## src/rtl/mux_rr_arbiter_pkg.sv

```systemverilog
// Shared types for the packet-locked round-robin arbiter.
// The state encoding is one bit: IDLE while arbitrating, BUSY while a packet holds the grant.
package mux_rr_arbiter_pkg;

  typedef enum logic {
    ST_IDLE = 1'b0,
    ST_BUSY = 1'b1
  } state_t;

  localparam int DEF_BITS_ENABLES = 2;
  localparam int DEF_BUS_SIZE     = 8;

endpackage

```

## src/rtl/mux.sv

```systemverilog
// Selects one BUS_SIZE slice of a flattened bus by index.
// No latency; no backpressure.
module mux #(
  parameter int BITS_ENABLES = 2,
  parameter int BUS_SIZE     = 8,
  localparam int NUM_BLOCKS  = 2**BITS_ENABLES
) (
  input  logic [BITS_ENABLES-1:0]        i_en,
  input  logic [NUM_BLOCKS*BUS_SIZE-1:0] i_data,
  output logic [BUS_SIZE-1:0]            o_data
);

  assign o_data = i_data[i_en*BUS_SIZE +: BUS_SIZE];

endmodule

```

## src/rtl/rr_pick.sv

```systemverilog
// Round-robin winner search (purely combinational): first set request above ptr, wrapping.
// No latency; no backpressure.
module rr_pick #(
  parameter int W = 2,
  localparam int N = 2**W
) (
  input  logic [N-1:0] req,
  input  logic [W-1:0] ptr,
  output logic [W-1:0] winner,
  output logic         any
);

  always_comb begin
    logic [W-1:0] idx;
    winner = '0;
    any    = 1'b0;
    idx    = '0;
    // Offset N truncates to 0 and revisits ptr itself as lowest priority.
    for (int k = 1; k <= N; k++) begin
      idx = ptr + W'(k);
      if (!any && req[idx]) begin
        winner = idx;
        any    = 1'b1;
      end
    end
  end

endmodule

```

## src/rtl/mux_rr_arbiter.sv

```systemverilog
// Round-robin N:1 packet arbiter with a one-entry registered output; grant held until last beat.
// Grant one edge after request, beat out one edge after accept; requester ready follows !o_valid | i_ready.
module mux_rr_arbiter
  import mux_rr_arbiter_pkg::*;
#(
  parameter int BITS_ENABLES = DEF_BITS_ENABLES,
  parameter int BUS_SIZE     = DEF_BUS_SIZE,
  localparam int NUM_BLOCKS  = 2**BITS_ENABLES
) (
  input  logic                           i_clock,
  input  logic                           i_reset_n,
  input  logic [NUM_BLOCKS-1:0]          i_req_valid,
  input  logic [NUM_BLOCKS-1:0]          i_req_last,
  input  logic [NUM_BLOCKS*BUS_SIZE-1:0] i_req_data,
  output logic [NUM_BLOCKS-1:0]          o_req_ready,
  output logic [BITS_ENABLES-1:0]        o_sel,
  output logic                           o_valid,
  output logic [BUS_SIZE-1:0]            o_data,
  output logic                           o_last,
  output logic [BITS_ENABLES-1:0]        o_src,
  input  logic                           i_ready,
  output logic                           o_busy
);

  state_t                  state;
  logic [BITS_ENABLES-1:0] rr_ptr;
  logic [BITS_ENABLES-1:0] pick_idx;
  logic                    pick_any;
  logic [BUS_SIZE-1:0]     mux_dat;
  logic                    out_free;
  logic                    accept;

  rr_pick #(.W(BITS_ENABLES)) u_pick (
    .req    (i_req_valid),
    .ptr    (rr_ptr),
    .winner (pick_idx),
    .any    (pick_any)
  );

  mux #(.BITS_ENABLES(BITS_ENABLES), .BUS_SIZE(BUS_SIZE)) u_mux (
    .i_en   (o_sel),
    .i_data (i_req_data),
    .o_data (mux_dat)
  );

  assign out_free = !o_valid || i_ready;
  assign accept   = (state == ST_BUSY) && i_req_valid[o_sel] && out_free;
  assign o_busy   = (state == ST_BUSY);

  always_comb begin
    o_req_ready = '0;
    if (state == ST_BUSY) o_req_ready[o_sel] = out_free;
  end

  always_ff @(posedge i_clock) begin
    if (!i_reset_n) begin
      state   <= ST_IDLE;
      rr_ptr  <= BITS_ENABLES'(NUM_BLOCKS - 1);
      o_sel   <= '0;
      o_valid <= 1'b0;
      o_data  <= '0;
      o_last  <= 1'b0;
      o_src   <= '0;
    end else begin
      case (state)
        ST_IDLE: begin
          // The output stage keeps draining while the next winner is chosen.
          if (i_ready) o_valid <= 1'b0;
          if (pick_any) begin
            o_sel <= pick_idx;
            state <= ST_BUSY;
          end
        end
        ST_BUSY: begin
          if (accept) begin
            o_valid <= 1'b1;
            o_data  <= mux_dat;
            o_last  <= i_req_last[o_sel];
            o_src   <= o_sel;
            if (i_req_last[o_sel]) begin
              rr_ptr <= o_sel;
              state  <= ST_IDLE;
            end
          end else if (i_ready) begin
            o_valid <= 1'b0;
          end
        end
        default: state <= ST_IDLE;
      endcase
    end
  end

endmodule
```

## config.mk

```make
export PLATFORM = sky130hd
export DESIGN_NAME = mux_rr_arbiter
export DESIGN_NICKNAME = d
export VERILOG_FILES = /design/src/rtl/mux_rr_arbiter_pkg.sv /design/src/rtl/mux.sv /design/src/rtl/rr_pick.sv /design/src/rtl/mux_rr_arbiter.sv
export SDC_FILE = /design/constraint.sdc
export NUM_CORES = 1
export LEC_CHECK = 0
export CAP_MARGIN = 0
export CORE_ASPECT_RATIO = 2
export CORE_MARGIN = 5
export CORE_UTILIZATION = 34
export DETAILED_ROUTE_END_ITERATION = 16
export GPL_TIMING_DRIVEN = 0
export MAX_ROUTING_LAYER = met4
export PLACE_DENSITY = 0.76
export RECOVER_POWER = 25
export SLEW_MARGIN = 20
export SYNTH_ARGS = -nofsm -noshare
export SYNTH_HDL_FRONTEND = slang
export SYNTH_SLANG_ARGS = --single-unit
```

## constraint.sdc

```tcl
create_clock -name i_clock -period 1.4 [get_ports i_clock]
set_input_delay 0.21 -clock i_clock [delete_from_list [all_inputs] [get_ports i_clock]]
set_output_delay 0.21 -clock i_clock [all_outputs]
set_load 0.05 [all_outputs]
```

# [Word level (Yosys, flattened, before mapping)]
# Index checks and enable logic that the tools add are counted.
[classes] n_addsub=3 n_div=0 n_shift=1 reduce_logical=14 n_eq_ne=0 n_bitwise=2 n_lt_le_gt_ge=6 muxes=30 n_mul=0
[ops] op="$shiftx 32x6->8" n=1
[ops] op="$mux 1" n=16
[ops] op="$lt 2x3->1 const B" n=5
[ops] op="$bmux 1 s2" n=6
[ops] op="$mux 2" n=4
[ops] op="$logic_and 1x1->1" n=6
[ops] op="$add 2x2->2 const B" n=2
[ops] op="$and 4x4->4" n=1
[ops] op="$logic_not 1->1" n=4
[ops] op="$mux 4" n=1
[ops] op="$pmux 1 s2" n=2
[ops] op="$reduce_and 2->1" n=2
[ops] op="$reduce_and 3->1" n=1
[ops] op="$add 2x1->2 const B" n=1
[ops] op="$demux 1 s2" n=1
[ops] op="$ge 2x1->1 const B" n=1
[ops] op="$logic_or 1x1->1" n=1
[ops] op="$not 1->1" n=1
[word_totals] latchBits=0 ram_bits=0 mem_bits_ro=0 n_memories=0 in_bits=43 register_bits=17

# [Logic depth before layout (Yosys ltp)]
[depth] ltp_word=15 depth_mapped=6 ltp_nobuf=4

# [By module]
# From an unflattened synthesis, not the netlist that was laid out.
[hier_totals] hier_cells=124 area_unflattened_um2=1186.1
[modules_own_cells] module="mux_rr_arbiter" area_each_um2=898.4 cells_per_inst=100 n_inst=1
[modules_own_cells] module="mux" area_each_um2=196.4 cells_per_inst=10 n_inst=1
[modules_own_cells] module="rr_pick" area_each_um2=91.3 cells_per_inst=14 n_inst=1

# [Least setup slack after synthesis]
# Ideal clock, no wire load.
[synth_timing] path_kind="register to output" from="register o_sel[0]" to="output o_req_ready[1]" path_buffers=2 setup_slack_ns=-0.940 required_ns=1.190 path_stages_with_launch=5 arrival_time_ns=2.130 path_cell_list="dfxtp_1 -> buf_6 -> buf_6 -> inv_1 -> nor3_1"
[synth_via] elab_chain_cells=6 word_cells_on_any_way=7 classes_between="order compare: 2; mux: 3; bitwise: 1; reduce/logical: 1"
[synth_rtl] item="start, declared" line_no="mux_rr_arbiter.sv:16" source="output logic [BITS_ENABLES-1:0] o_sel,"
[synth_rtl] item="start signal, assigned" line_no="mux_rr_arbiter.sv:70" source="o_sel <= pick_idx;"
[synth_rtl] item="$lt 2x3->1 (implied by the code) or $ge 2x1->1 (tied branches)" line_no="mux_rr_arbiter.sv:52" source="if (state == ST_BUSY) o_req_ready[o_sel] = out_free;"
[synth_rtl] item="$logic_and 1x1->1 (implied by the code)" line_no="mux_rr_arbiter.sv:52"
[synth_rtl] item="$mux 1 (implied by the code)" line_no="mux_rr_arbiter.sv:52"
[synth_rtl] item="$demux 1 s2 (*)" line_no="mux_rr_arbiter.sv:52"
[synth_rtl] item="$and 4x4->4 (no line) (*)"
[synth_rtl] item="$mux 4 (*)" line_no="mux_rr_arbiter.sv:52"
[synth_rtl] item="end, declared" line_no="mux_rr_arbiter.sv:15" source="output logic [NUM_BLOCKS-1:0] o_req_ready,"
# Every way passes the cells marked *; elsewhere a longest branch is shown, timed or not.

# [Worst setup path in the final report]
[layout_timing] from="input i_req_valid[0]" to="register o_data[3]"
[layout_via] elab_chain_cells=5
[layout_rtl] item="start, declared" line_no="mux_rr_arbiter.sv:12" source="input logic [NUM_BLOCKS-1:0] i_req_valid,"
[layout_rtl] item="$bmux 1 s2" line_no="mux_rr_arbiter.sv:47" source="assign accept = (state == ST_BUSY) && i_req_valid[o_sel] && out_free;"
[layout_rtl] item="$mux 1 (implied by the code)" line_no="mux_rr_arbiter.sv:47"
[layout_rtl] item="$logic_and 1x1->1 (2 in series)" line_no="mux_rr_arbiter.sv:47"
[layout_rtl] item="$reduce_and 2->1 (no line)"
[layout_rtl] item="end signal, assigned" line_no="mux_rr_arbiter.sv:77" source="o_data <= mux_dat;"
[layout_rtl] item="end, declared" line_no="mux_rr_arbiter.sv:18" source="output logic [BUS_SIZE-1:0] o_data,"
# No other way between the ends. The select of a mux whose other input is x is not followed.
# A chain may end at the register's enable or synchronous reset.

==> summary.txt <==
STA
  • RSZ-0062 raised after global routing: yes
  • Slew @ Worst Pin: 0.5162 ns
  • Highest Clock Rate: about 600 MHz
  • Final setup fails: 18
  • Hold Vio Cnt, Final: 0
  • Tmin final: around 1.7 ns
  • Setup TNS: -3.199 ns
  • Worst Setup Slack, final: -0.2560 ns
  • Crit share post-route: 118.3%
  • Slew HR: roughly 66%
  • Setup Skew: approximately 0.00088 ns
  • Fin. max-slew vios: 0

Route
  • # DRC: 0
  • Routed vias: approximately 1100
  • Routed Antenna Nets: 0
  • First drt pass iteration count: 4
  • Vias per Instance: about 5.3
  • Total wire length: between 3000 and 4000 um
  • Initial DRC count: 39
  • Avg WL per Cell: 16.72 um

Final layout
  • Most frequent cells in the layout: clkdlybuf4s50_1 (39), dlygate4sd2_1 (17), dfxtp_1 (13)
  • Share of layout cells above drive strength 1: roughly 28%
  • Diode count: 0
  • Fillers: 244
  • Core Util, Final: between 60% and 70%
  • Finished Cell Area: approximately 2100 um2
  • Most common cell after layout, fill and taps aside: clkdlybuf4s50_1
  • Area Overhead vs Synth: 91.31%
  • NumNets Final: approximately 220

Clock network
  • Clk sinks: 17
  • Clock buffer depth: 2
  • Clock tree root driver cell: clkbuf_8
  • H-tree depth: 1
  • Later-pin clock latency in the skew report: ~0.25 ns
  • Clock transition at path regs: 0.07 ns
  • CTS tree: built
  • Total CTS buffers: 3

Worst setup path
  • WP data arrival: about 1.8 ns
  • Critical-path top delay cell: mux4_2
  • Nature of the critical path endpoint: flop
  • Worst path max stage delay: 0.55 ns
  • Critical Path Start Type: input pin
  • WP data required: 1.54 ns
  • Worst-path fanout max: 5
  • Critical path's top delay family: multiplexers
  • Worst Path Buf+Inv: 2
  • Critical-path cell list: clkdlybuf4s50_1 -> mux4_2 -> nand3_4 -> buf_12 -> mux2i_2 -> nor2b_1
  • Worst R2R Setup Slack: -0.25 ns
  • Kind of critical path: in2reg

Die
  • Die area: 4471 um2
  • Core Area: around 3100 um2
  • Initial Util: between 30% and 40%
  • Placement row count: 29
  • Die Wd: ~50 um
  • I/O pin cnt: 62
  • DIE HEIGHT: ~90 um

Place
  • Pre-CTS WS: -0.7894 ns
  • GPL Wtd Cong: roughly 0.8
  • IO buf count: between 60 and 70
  • Dpl cell area: roughly 1800 um2
  • Detail Placement HPWL: ~2600 um

Power and ir drop
  • Pwr/cell area: 908.4 nW/um2
  • Switching share of power: ~35%
  • Switching Power: about 0.00066 W
  • Cell-internal power: roughly 0.0012 W
  • Clock power frac: 19.7%
  • Lkg Pwr: around 0.9 nW
  • Flop pwr share: 30.8%
  • Max VDD drop: ~880 uV
  • Proportion of power drawn by combinational gates: between 40% and 50%

Status
  • Failing checks: setup timing
  • Status: finished, violations left

GRT
  • Total GRT Usage: 15.74%
  • Initial antenna violation count: 0
  • Vias in the first global route: approximately 1200
  • Largest net degree at the start of global routing: 12
  • First-pass GRT wire length: roughly 5300 um
  • Grt ovf: 0

Synth
  • Yosys Warn Count: 0
  • Seq/Total Area, Yosys: 31.52%
  • Cell area after synthesis: approximately 1100 um2
  • Register bit total from synthesis: 17
  • Avg Inst Size Synth: about 11 um2
  • Syn nets: approximately 140
  • Synthesized netlist cell count: 100
  • Post-synth cell types: 34

Min path
  • Hold Crit Class: reg2reg

Flow run
  • Max-cap violation count: 0
==> cell families (layout without fill, tap and decap cells) <==
family | after synthesis | after routing | synth area share (%)
AOI/OAI and AO/OA | 20 | 20 | 12.63
buffers and inverters | 9 | 89 | 6.140
DFF | 17 | 17 | 31.52
muxes | 21 | 21 | 31.63
and+or+nand+nor | 33 | 33 | 18.08
==> metrics by stage <==
step | total power (W) | hold slack, ns | cells
final | 0.001876 | 0.4535 | 211
after global placement | 0.001367 | 0.4432 | 192
after global routing | 0.001973 | 0.4684 | 211
after detailed placement | 0.001386 | 0.4484 | 192
after floorplan | 0.001099 | 0.3384 | 100
after CTS | 0.001844 | 0.4534 | 209
==> worst register-to-register path, delay by kind of cell (launching register included) <==
family	cells	cell delay (ns)
multiplexers	2	0.76
flip-flops	1	0.35
buffers and inverters	2	0.24
AND/OR/NAND/NOR	2	0.20
==> routing by layer <==
| layer | part of all wire, % | GRT usage (%) | up-vias |
|---|---|---|---|
| met1 | 33 | 14.37 | 530 |
| met5 | 0 | - | - |
| met3 | 6.1 | 3.967 | 4 |
| li1 | - | - | 542 |
| met2 | 60 | 30.28 | 50 |
| met4 | 1.4 | 5.967 | 0 |
==> cell type report <==
type / count / area, um2 / area share (%)
Multi-Input combinational cell: 74 / 762.0 / 36.89
Timing Repair Buffer: 76 / 754.5 / 36.52
Sequential cell: 17 / 352.8 / 17.08
Buffer: 6 / 93.84 / 4.543
Clock buffer: 3 / 41.29 / 1.999
Tap cell: 31 / 38.79 / 1.878
Inverter: 3 / 15.01 / 0.7268
Clock inverter: 1 / 7.507 / 0.3634
==> timing repair <==
item / CTS / global route
pin swaps: 6 / 3
gates resized for setup: 60 / 8
endpoints found under the hold margin: 0 / 0
setup endpoints to repair: 33 / 21
gates cloned: 0 / 1
hold buffers: 0 / 0
buffers inserted: 13 / 1
==> registers in the layout, summed over array words and instances, names as in the netlist <==
| name | cells |
|---|---|
| o_data | 8 |
| o_src | 2 |
| o_valid | 1 |
| o_sel | 2 |
| o_busy | 1 |
| rr_ptr | 2 |
| o_last | 1 |
==> power by group through the flow <==
stage	Clock (W)	Sequential [W]	Combinational, W
4_1_cts	0.000381	0.000578	0.000885
6_report	0.000370	0.000578	0.000928
3_5_place_dp	0	0.000588	0.000798
2_1_floorplan	0	0.000726	0.000373
5_1_grt	0.000409	0.000585	0.000979
3_3_place_gp	0	0.000584	0.000783
==> final timing paths <==
kind / cells past startpoint / startpoint / endpoint
max: 6 / i_req_valid[0] / o_data[3]
max reg2reg: 6 / o_sel[0] / o_data[3]
min: 2 / o_last / o_last
min reg2reg: 2 / o_last / o_last
==> synth_stat cells <==
library cell,number,share of area [%]
o21ai_0,5,2.3
and3_1,1,0.58
a31oi_1,2,1.2
a211o_1,1,0.81
buf_6,2,2.1
inv_1,3,1.0
a21o_1,3,2.1
o31ai_1,1,0.70
a2bb2oi_1,1,0.81
and2b_1,1,0.70
a21boi_1,1,0.70
buf_2,1,0.46
or3b_2,1,0.81
mux4_1,5,12
o22ai_1,1,0.58
clkbuf_1,1,0.35
dfxtp_1,17,32
nor4_1,1,0.58
a211oi_1,1,0.70
nand3b_1,1,0.70
nand2b_1,4,2.3
nand2_1,5,1.7
buf_12,1,1.9
buf_1,1,0.35
o21ai_1,1,0.46
mux4_2,4,8.3
mux2i_1,12,11
nand3_1,2,0.93
nor2_1,4,1.4
o221ai_1,2,1.6
a21boi_0,1,0.70
nor2b_1,10,5.8
nor3_1,2,0.93
nand3_4,1,1.6
Note: power is estimated with default switching activity, not from simulation.
==> patch 1 (same flow settings) <==
The package constant `DEF_BITS_ENABLES` goes from 2 to 4.
--- a/src/rtl/mux_rr_arbiter_pkg.sv
+++ b/src/rtl/mux_rr_arbiter_pkg.sv
@@ -9,3 +9,3 @@
 
-  localparam int DEF_BITS_ENABLES = 2;
+  localparam int DEF_BITS_ENABLES = 4;
   localparam int DEF_BUS_SIZE     = 8;
Interface: changed (6 resized); port bits go from 62 to 198. No check against the original RTL was run, so the function may have changed too.
==> patch 1 against the original RTL <==
The flow still finishes with violations (setup timing). Combinational power increased to 14 times the old value. Synthesized area rose to 4.2 times the old value. Total power rose to 7.8 times the old value. Register-to-register slack got worse by 2.0 ns. Sequential cell count rose by 6. Via count grew to 4.6 times the old value. Clock power increased by 67%. Setup slack worse by 2.0 ns. Design area grew to 3.7 times the old value. Routed wire length grew to 5.5 times the old value. Sequential share of layout area decreased by 11 points. Highest routed layer unchanged.
==> patch 1: results (changes against the original RTL) <==
status: "finished, violations left"
violations: "setup timing"
nFillCells: 1107  # +350%
met3_usage_pct: 3.52  # -0.45 points
grt_pass1_wl_mm: 30.1  # +470%
drtIter0Drc: 498  # +1200%
drive_gt1_share_pct: 35.8  # +7.5 points
synth_area_per_cell_um2: 10.2  # -5.6%
dpl.cell_count: 799  # +320%
rr_worst_depth: 16  # +10
vdd_ir_drop_max_mv: 0.962  # +10%
placed_cell_area_um2: 6930  # +280%
hold_end: "o_last$_SDFFE_PN0P_"
vias_per_cell: 6.13  # +15%
grt_max_degree: 13  # +1
yosys-top-cells-area: "mux4_2 37%, mux2i_1 12%, dfxtp_1 10%"
drtPass1Iterations: 5  # +1
synth_cell_type_count: 62  # +82%
max_stage_delay_ns: 0.53  # -0.02 ns
largest_reg_flops: 8  # unchanged
met2_usage_pct: 43.0  # +13 points
vias: 5161  # +360%
yosys-top-cells-count: "74 x mux4_2, 56 x mux2i_1, 35 x nor2_1, 34 x nand2_1, 23 x dfxtp_1"
grt_usage_pct: 24.6  # +8.9 points
cts_setup_buffers: 32  # +19
pre_cts_slack_ns: -2.99  # -2.20 ns
grt_pass1_vias: 5392  # +360%
wl_met3_mm: 1.50  # +600%
avgRoutedWirePerCell_um: 23.2  # +39%
grt_use_met1_pct: 29.2  # +15 points
crit_type: "reg2reg"
timing.rr.start: "rr_ptr[0]$_SDFFE_PN1P_"
layout.nets: 859  # +280%
finalSetupViolations: 39  # +21
dp.final_hpwl_mm: 15.4  # +490%
cts_root_buf: "clkbuf_16"
worst_slew_pin_slew_ns: 0.842  # +0.326 ns
wl_met1_mm: 7.34  # +530%
h-tree-depth: 1  # unchanged
port_buffers: 197  # +220%
post_cts_resized: 211  # +250%
fin_ws_ns: -2.29  # -2.03 ns
yosysSeqAreaShare_pct: 10.1  # -21 points
p_leak_uw: 0.00292  # +230%
critPathTopFamily: "simple AND/OR/NAND/NOR gates"
highest_layer: "met4"
critPathSlowestCell: "or4b_4"
r2r_end: "o_sel[1]$_SDFFE_PN0P_"
route.met2.wl_mm: 10.2  # +380%
fin_skew_ns: 0.00480  # +0.00393 ns
hold_ws_ns: 0.477  # +0.0232 ns
cp_max_fo: 8  # +3
setup_tns_ns: -37.83  # -34.63 ns
gp_congestion: 0.942  # +15%
arrival_ns: 3.82  # +2.02 ns
synth_fp_nets: 618  # +330%
-- patch 1: cell types whose count changed after synthesis, moves of 12 or more --
cell and change:
nor2_1 +31, mux2_2 +13, nand2_1 +29, mux4_2 +70, a21oi_1 +12, clkbuf_1 +21
nor2b_1 +12, mux2i_1 +44
-- patch 1: cell families after synthesis --
logic type	share of synthesized area (%)
AND/OR/NAND/NOR	14.4
buffers and inverters	4.67
XOR/XNOR	2.47
multiplexers	53.5
adder cells (fa/ha/maj)	2.20
AO/OA/AOI/OAI	12.6
flip-flops	10.1
-- patch 1: layout make-up --
class                      count  area [um^2]  share of cell area [%]
timing repair buffer         238         2290                    29.7
tap                          155          194                    2.51
multi-input combinational    379         4270                    55.3
clock buffer                   4         78.8                    1.02
inverter                       8         56.3                   0.729
sequential                    23          467                    6.04
buffer                        35          367                    4.74
-- patch 1: power by group --
group	total (uW)	switching (uW)	internal (uW)
logic	13100	6930	6130
registers	976	138	838
clock network	617	229	388
==> patch 2 (same flow settings) <==
Made on the original files. Make the reset (`i_reset_n`) asynchronous in one clocked block.
--- a/src/rtl/mux_rr_arbiter.sv
+++ b/src/rtl/mux_rr_arbiter.sv
@@ -54,3 +54,3 @@
 
-  always_ff @(posedge i_clock) begin
+  always_ff @(posedge i_clock or negedge i_reset_n) begin
     if (!i_reset_n) begin
Function: differs if i_reset_n is asserted again (counterexample within 4 cycles, from zero or initial values and one cycle with i_reset_n low); with i_reset_n held inactive, the same outputs for 10 cycles.
==> patch 2 against the original RTL <==
The flow still finishes with violations (setup timing). Core utilization is 2.5 points lower. Synthesized area stayed put. Routed wire length is 4.5% lower. Sequential cell count stayed put. Register-to-register slack worse by 0.05 ns. Non-clock buffer count is 4 lower. Synthesized cell count is 22% lower. Design area is 3.8% lower. Setup slack worse by 0.043 ns.
Power is not compared: it rests on default switching activity, and its combinational part moved more than twofold at a synthesized area within 25%.
==> patch 2: results (changes against the original RTL) <==
max_stage_delay_ns: 0.56
fin_ws_ns: -0.299  # -0.0426 ns
dpl.cell_count: 170  # -11%
violations: "setup timing"
netlist_area_um2: 1080  # unchanged
synth_area_per_cell_um2: 13.8  # +28%
clk_path_buf_depth: 2  # unchanged
yosys-top-cells-area: "dfrtp_1 35%, mux4_2 13%, mux2_4 11%"
instances_no_fill: 185  # -12%
vias: 978  # -13%
top_register: "o_data"
finalSetupViolations: 18  # unchanged
clk_share_pct: 2.33  # -0.034 points
gp_congestion: 0.725  # -11%
drtPass1Iterations: 2  # -2
grt_max_degree: 18  # +6
yosys-top-cells-count: "15 x dfrtp_1, 8 x mux2_4, 6 x mux4_2"
placed_cell_area_um2: 1770  # -2.1%
antenna_cells: 0  # unchanged
grt_usage_pct: 15.3  # -0.49 points
setup_tns_ns: -4.19  # -0.995 ns
dp.final_hpwl_mm: 2.49  # -4.3%
yosysSeqAreaShare_pct: 39.6  # +8.1 points
rr_worst_depth: 5  # -1
inv_count: 2  # -1
buffers: 78  # -4.9%
synth_cell_type_count: 32  # -5.9%
largest_reg_flops: 8  # unchanged
arrival_ns: 1.84  # +0.04 ns
synth_fp_nets: 121  # -15%
async_flop_share_pct: 100  # +100 points
hp-class: "in2reg"
pre_cts_slack_ns: -0.884  # -0.0950 ns
multi_input_area_share_pct: 33.7  # -3.2 points
critPathSlowestCell: "mux4_2"
seq_share_pct: 21.6  # +4.6 points
yosysWarnings: 0  # unchanged
slew_headroom_pct: 46.3  # -19 points
vdd_ir_drop_max_mv: 1.22
buffer_area_share_pct: 39.9  # -1.2 points
seq_cells: 17  # unchanged
grt_pass1_wl_mm: 4.95  # -6.6%
cp_max_fo: 10  # +5
clk_pin_slew_ns: 0.07  # about the same
fin_skew_ns: 0.00233  # +0.00146 ns
p_leak_uw: 0.000883
totalWireLength_mm: 3.37  # -4.5%
layout.nets: 198  # -12%
nFillCells: 246  # +0.82%
comb.multi_input.count: 53  # -28%
hold_depth: 3  # +1
grt_pass1_vias: 1005  # -15%
cts_root_buf: "clkbuf_8"
final.clkbuf_count: 3  # unchanged
drtIter0Drc: 18  # -54%
final_util_pct: 63.7  # -2.5 points
drive_gt1_share_pct: 39.6  # +11 points
status: "finished, violations left"
[patch 2: worst paths after layout]
check	startpoint	endpoint	slack [ns]
max in group asynchronous	i_reset_n	o_sel[0]$_DFFE_PN0P_	0.36
setup / recovery	o_sel[0]$_DFFE_PN0P_	o_data[6]$_DFFE_PN0P_	-0.30
hold / removal	i_req_valid[1]	o_src[0]$_DFFE_PN0P_	0.42
setup reg to reg	o_sel[0]$_DFFE_PN0P_	o_data[6]$_DFFE_PN0P_	-0.30
min in group asynchronous	i_reset_n	o_data[4]$_DFFE_PN0P_	0.49
hold reg to reg	o_src[0]$_DFFE_PN0P_	o_src[0]$_DFFE_PN0P_	0.50
[patch 2: metal layers]
metal / track usage, % / wire, um / part of all wire (%) / up-vias
li1: - / - / - / 455
met1: 15.6 / 1110 / 33 / 489
met2: 28.2 / 2070 / 61 / 27
met3: 1.32 / 125 / 3.7 / 7
met4: 7.88 / 74 / 2.2 / 0
met5: - / 0 / 0 / -
[patch 2: repair_timing]
| action | in CTS | in global routing |
|---|---|---|
| gates cloned | 1 | 0 |
| hold buffers | 0 | 0 |
| endpoints found under the setup margin | 33 | 23 |
| resized for setup | 69 | 15 |
| hold endpoints to repair | 0 | 0 |
| pin swaps | 4 | 2 |
| buffers inserted | 5 | 7 |
[patch 2: cell families after synthesis]
group | after synthesis | share of synthesized area, %
multiplexers | 23 | 38.4
AO/OA/AOI/OAI | 10 | 6.72
buffers and inverters | 8 | 5.33
AND/OR/NAND/NOR | 20 | 9.96
flip-flops | 17 | 39.6
[patch 2: worst register-to-register path: cells and delay by family, from the launching register on]
kind | cells | cell delay [ns]
buf+inv | 2 | 0.25
flops | 1 | 0.37
mux | 2 | 0.86
simple gates | 1 | 0.10
[patch 2: report_power, final]
part,switching (uW),internal [uW]
sequential,179,775
clock,170,197
combinational,1930,1710
